[config.mk]
export PLATFORM = sky130hd
export DESIGN_NAME = halo_exchange_ctrl
export DESIGN_NICKNAME = d
export VERILOG_FILES = /design/src/rtl/halo_exchange_ctrl.sv
export SDC_FILE = /design/constraint.sdc
export NUM_CORES = 1
export LEC_CHECK = 0
export ABC_AREA = 1
export CAP_MARGIN = 40
export CORE_MARGIN = 5
export CORE_UTILIZATION = 45
export DETAILED_ROUTE_END_ITERATION = 8
export PLACE_DENSITY = 0.76
export SLEW_MARGIN = 20
export SYNTH_ARGS = -nofsm -noshare
export SYNTH_HDL_FRONTEND = slang
export SYNTH_SLANG_ARGS = --single-unit
[constraint.sdc]
create_clock -name clk -period 2.4 [get_ports clk]
set_clock_uncertainty 0.15 [all_clocks]
set_input_delay 0.48 -clock clk [delete_from_list [all_inputs] [get_ports clk]]
set_output_delay 0.48 -clock clk [all_outputs]
set_load 0.005 [all_outputs]
[src/rtl/halo_exchange_ctrl.sv]
// Per-tile halo exchange sequencer: compute wait, neighbor clear-to-send handshake,
// row-major halo coordinate stream, neighbor completion sync and a completion pulse.
module halo_exchange_ctrl #(
    parameter int TILE_SIZE = 128,
    localparam int CW = $clog2(TILE_SIZE)
) (
    input  logic          clk,
    input  logic          reset,
    input  logic          start,
    input  logic [2:0]    kernel_size,
    input  logic          cycle_done,
    input  logic [7:0]    neighbor_present,
    input  logic [7:0]    neighbor_cts,
    input  logic [7:0]    neighbor_exchange_done,
    input  logic          halo_ready,
    output logic          busy,
    output logic          clear_to_send,
    output logic          halo_valid,
    output logic [CW-1:0] halo_row,
    output logic [CW-1:0] halo_column,
    output logic          exchange_done,
    output logic          channel_group_done,
    output logic [2:0]    state_dbg
);

    typedef enum logic [2:0] {
        IDLE      = 3'd0,
        COMPUTE   = 3'd1,
        HANDSHAKE = 3'd2,
        SEND      = 3'd3,
        SYNC      = 3'd4,
        DONE      = 3'd5
    } state_t;

    localparam logic [CW-1:0] LAST = CW'(TILE_SIZE - 1);

    state_t      state;
    logic [2:0]  halo_width;
    logic [CW-1:0] h_cw;
    logic [CW-1:0] hi_start;
    logic        interior_row;
    logic        last_coord;
    logic        all_cts;
    logic        all_done;

    // Absent neighbors never hold up the handshake or the completion sync.
    assign all_cts  = &(neighbor_cts | ~neighbor_present);
    assign all_done = &(neighbor_exchange_done | ~neighbor_present);

    // hi_start = TILE_SIZE - H, formed without ever reaching TILE_SIZE (only used when H > 0).
    assign h_cw         = CW'(halo_width);
    assign hi_start     = LAST - h_cw + CW'(1);
    assign interior_row = (halo_row >= h_cw) && (halo_row < hi_start);
    assign last_coord   = (halo_row == LAST) && (halo_column == LAST);

    assign state_dbg = state;

    // halo_valid/halo_ready: a coordinate transfers on a rising edge where both are high;
    // while halo_ready is low, halo_valid and the coordinate hold unchanged.
    always_ff @(posedge clk or posedge reset) begin
        if (reset) begin
            state              <= IDLE;
            halo_width         <= '0;
            busy               <= 1'b0;
            clear_to_send      <= 1'b0;
            halo_valid         <= 1'b0;
            halo_row           <= '0;
            halo_column        <= '0;
            exchange_done      <= 1'b0;
            channel_group_done <= 1'b0;
        end else begin
            case (state)
                IDLE: begin
                    if (start) begin
                        state      <= COMPUTE;
                        busy       <= 1'b1;
                        halo_width <= kernel_size >> 1;
                    end
                end
                COMPUTE: begin
                    if (cycle_done) begin
                        state         <= HANDSHAKE;
                        clear_to_send <= 1'b1;
                    end
                end
                HANDSHAKE: begin
                    if (all_cts) begin
                        if (halo_width != 3'd0) begin
                            state       <= SEND;
                            halo_valid  <= 1'b1;
                            halo_row    <= '0;
                            halo_column <= '0;
                        end else begin
                            state         <= SYNC;
                            exchange_done <= 1'b1;
                        end
                    end
                end
                SEND: begin
                    if (halo_valid && halo_ready) begin
                        if (last_coord) begin
                            state         <= SYNC;
                            halo_valid    <= 1'b0;
                            exchange_done <= 1'b1;
                            halo_row      <= '0;
                            halo_column   <= '0;
                        end else if (halo_column == LAST) begin
                            halo_column <= '0;
                            halo_row    <= halo_row + CW'(1);
                        end else if (interior_row && (halo_column == h_cw - CW'(1))) begin
                            halo_column <= hi_start;
                        end else begin
                            halo_column <= halo_column + CW'(1);
                        end
                    end
                end
                SYNC: begin
                    if (all_done) begin
                        state              <= DONE;
                        channel_group_done <= 1'b1;
                        exchange_done      <= 1'b0;
                        clear_to_send      <= 1'b0;
                    end
                end
                DONE: begin
                    state              <= IDLE;
                    channel_group_done <= 1'b0;
                    busy               <= 1'b0;
                end
                default: begin
                    state <= IDLE;
                end
            endcase
        end
    end

endmodule

; ---- Word level (Yosys, flattened, before mapping)
; Index checks and enable logic that the tools add are counted.
; Widths: inputs -> output; s select.
[op_classes]
n_addsub = 5
multipliers = 0
n_div = 0
magnitude_cmp = 2
eq_ne = 17
n_shift = 0
muxes = 36
bitwise_logic = 3
n_reduce_logical = 22
[ops]
columns = cell, count
row1 = $mux 7, 9
row2 = $pmux 7 s2, 2
row3 = $mux 3, 7
row4 = $ne 2x2->1 const B, 8
row5 = $or 8x8->8, 2
row6 = $reduce_and 8->1, 2
row7 = $pmux 3 s5, 1
row8 = $add 7x1->7 const B, 2
row9 = $eq 7x7->1 const B, 2
row10 = $mux 1, 12
row11 = $reduce_and 6->1, 2
row12 = $reduce_and 5->1, 2
row13 = $not 8->8, 1
row14 = $pmux 1 s2, 4
row15 = $reduce_bool 2->1, 4
row16 = $eq 7x7->1, 1
row17 = $ge 7x2->1, 1
row18 = $lt 7x7->1, 1
row19 = $eq 3x2->1 const B, 2
row20 = $eq 3x3->1 const B, 2
row21 = $reduce_and 2->1, 3
row22 = $reduce_bool 3->1, 2
row23 = $add 4x2->5 const B, 1
row24 = $logic_and 1x1->1, 4
row25 = 8 further kinds, 8
[word_totals]
register_bits = 24
latchBits = 0
ram_bits = 0
mem_bits_ro = 0
in_bits = 32
memories = 0

; ---- Depth between registers and ports, before layout
; Gate-level depths: netlist (run 1).
[depth]
ltp_word = 10
depth_mapped = 13
depth_no_buf = 13

; ---- Least setup slack after synthesis (run 1)
; Ideal clock, no wire load.
[synth_timing]
path_kind = register to register
from = register halo_width[0]
to = register halo_column[2]
setup_ns = 0.123
t_arrival_ns = 1.642
required_time_ns = 2.127
path_slack_ns = 0.484
path_stages_with_launch = 13
n_path_buf = 0
path_cell_list = dfrtp_1 inv_1 ha_1 inv_1 ha_1 nand2_1 nand2_1 nand2_1 nor2_1 nor2_1 nand3_1 nand2_1 o21ai_1
[synth_between]
elab_chain_len = 10
word_cells_on_any_way = 16
cone_classes = add/sub: 3 / order compare: 2 / eq/ne: 2 / mux: 5 / reduce/logical: 4
[synth_rtl]
columns = element, line_no
row1 = "start, declared", 38  ; logic [2:0] halo_width;
row2 = "start signal, assigned", 77  ; halo_width <= kernel_size >> 1;
row3 = $sub 1x3->4, 52  ; assign hi_start = LAST - h_cw + CW'(1);
row4 = $add 4x2->5, 52
row5 = $lt 7x7->1, 53  ; assign interior_row = (halo_row >= h_cw) && (halo_row < hi_start);
row6 = $logic_and 1x1->1, 53
row7 = $logic_and 1x1->1, 110  ; end else if (interior_row && (halo_column == h_cw - CW'(1))) begin
row8 = $mux 7, 110
row9 = $mux 7, 107  ; end else if (halo_column == LAST) begin
row10 = $mux 7, 101  ; if (last_coord) begin
row11 = $mux 7, 100  ; if (halo_valid && halo_ready) begin
row12 = $pmux 7 s2, 72  ; case (state)
row13 = "end signal, assigned", 111  ; halo_column <= hi_start;
row14 = "end signal, assigned", 113  ; halo_column <= halo_column + CW'(1);
row15 = "end, declared", 20  ; output logic [CW-1:0] halo_column,
; Several ways; a longest one is shown, not always the timed one. The select of a mux whose other input is x is not followed.
; A chain may end at the register's enable or synchronous reset.

; ---- Worst setup path after layout (run 1)
[layout_timing]
from = register halo_width[0]
to = register halo_column[4]
; The elaborated chain is that of the path after synthesis.

==> impl_metrics.tcl, run 1 <==
set metrics [dict create \
    final_common_cell "nand2_1" \
    antenna_cells 0 \
    synth_area_sq_um 1820 \
    vias 1837 \
    min_period_ps 2210 \
    yosysUniqueCellTypes 31 \
    clockRootBuffer "clkbuf_8" \
    grt_pass1_wl_um 7770 \
    status "complete, no violations" \
    critPathMaxFanout 5 \
    syn_to_final_growth_pct 36.1 \
    vdd_ir_drop_max_mv 0.536 \
    fillers 368 \
    final_max_slew_viol_count 0 \
    max_slew.worst_pin.slew_ps 344 \
    hold_violations 0 \
    ys_ff_latch 24 \
    setup_ws_ps 193 \
    rsz0062_at_grt "no" \
    wl_um 4640 \
    dieArea_sq_um 5420 \
    cts_resized 0 \
    endpoint_kind "flip-flop" \
    track_usage 0.182 \
    synthesis.nets 309 \
    die_w_um 73.7 \
    hold_class "flip-flop to flip-flop" \
    place_area_sq_um 2410 \
    layout.nets 367 \
    finalSetupViolations 0 \
    post_cts_buffers 0 \
    cts_hold_buf 0 \
    drv_cap 0 \
    clockBufferDepth 2 \
    ys_seq_area_frac 0.329 \
    fmax_mhz 453 \
    final_cell_mix "nand2_1, clkdlybuf4s50_1, inv_1, nor2_1, dfrtp_1" \
    avgSynthCellArea_sq_um 6.75 \
    grt_pass1_vias 1702 \
    antenna_found_initial 0 \
    dp_slack_ps 152 \
    period_share 0.920 \
    fin_total_pwr_mw 2.21 \
    required_ps 2400 \
    fin_area_sq_um 2480 \
    rows 23 \
    syn_inst 270 \
    place_congestion 0.877 \
    cts_tree "yes" \
    num_io_pins 54 \
    ant_nets 0 \
    power_leakage_nw 1.20 \
    clk_pin_slew_ps 90 \
    htreeDepth 1 \
    drt_iter0_markers 112 \
    critPathKind "flip-flop to flip-flop" \
    whs_ps 363 \
    die_h_um 73.7 \
    grt_max_degree 25 \
    final_util 0.625 \
    insertion_delay_ps 270 \
    start_util 0.459 \
    routedWlPerCell_um 12.3 \
    maxSlewHeadroom 0.770 \
    place.detailed.hpwl_um 3690 \
    worstSetupStartpointType "flip-flop" \
    grt_overflow 0 \
    final_cells 377 \
    dr.pass1.iters 4 \
    yosysWarnings 0 \
    cts_inserted_buffers 3 \
    drc_errors 0 \
    clock_sinks 24 \
    drive_gt1_frac 0.0948 \
    tns_ps 0 \
    place_inst 373 \
    io_buffer_count 52 \
    p_per_area_nw_per_um2 890 \
    vias_per_cell 4.87 \
    crit_arrival_ps 2210 \
    fp.coreArea_sq_um 3970 \
]
-- sequential cells by signal, indices dropped and copies added (netlist names) --
register,cells
halo_column,7
exchange_done,1
halo_valid,1
state_dbg,3
clear_to_send,1
halo_width,2
busy,1
halo_row,7
channel_group_done,1
-- worst max-delay path: stages (launching register included) --
cell and delay (ps):
dfrtp_1 400, inv_1 100, ha_1 320, inv_1 100, ha_1 230, nand2_1 60, nand2_1 50, nand2_1 50
nor2_1 40, nor2_1 190, nand3_1 110, nand2_1 170, o21ai_1 110
-- final timing paths --
kind                               start              to  slack, ps  cells after the start
setup reg to reg           halo_width[0]  halo_column[4]        190                     12
setup / recovery           halo_width[0]  halo_column[4]        190                     12
hold reg to reg                     busy            busy        360                      2
max in group asynchronous          reset  halo_column[1]       1450                      3
min in group asynchronous          reset  halo_column[0]        400                      3
hold / removal                      busy            busy        360                      2
-- cell usage after synthesis, drive strengths merged --
library cell	n	area share
buf	2	0.010
nand4	1	0.0034
nand3	22	0.066
a31oi	1	0.0034
o22ai	2	0.0069
nand2	87	0.19
o31ai	1	0.0041
clkinv	1	0.0027
o21a	1	0.0041
nor2	37	0.10
o21ai	24	0.068
ha	7	0.048
xor2	7	0.034
a21oi	8	0.024
inv	41	0.087
nor3	3	0.011
dfrtp	24	0.33
xnor2	1	0.0048
-- routing by layer --
| metal | GRT usage | routed length [um] |
|---|---|---|
| met1 | 0.250 | 2200 |
| met2 | 0.302 | 2240 |
| met3 | 0.0205 | 138 |
| met4 | 0.0483 | 53 |
| met5 | 0 | 0 |
-- layout make-up --
class                      instances  area [sq um]  share of cell area
clock inverter                     1          30.0              0.0121
inverter                          42           164              0.0661
sequential                        24           601               0.242
tap                               50          62.6              0.0252
clock buffer                       3          41.3              0.0166
multi-input combinational        202          1040               0.419
timing repair buffer              55           543               0.219
-- cells by family (layout without fill, tap and decap cells) --
kind of cell	Yosys count	after routing	share of synthesized area
simple gates	150	150	0.373
buf+inv	44	101	0.100
compound gates	37	37	0.111
flops	24	24	0.329
xor+xnor	8	8	0.0384
fa+ha+maj	7	7	0.0480
-- where the power goes --
part           switching (mW)  internal (mW)  leakage (nW)
clock network           0.138          0.223        0.0357
logic                   0.671          0.521         0.859
registers               0.141          0.512         0.305
Note: power is estimated with default switching activity, not from simulation.
==> run 2, diff against run 1 <==
- SKIP_CTS_REPAIR_TIMING: unset -> 1
==> results of run 2 <==
Final layout, timing and power as in run 1 (identical DEF).
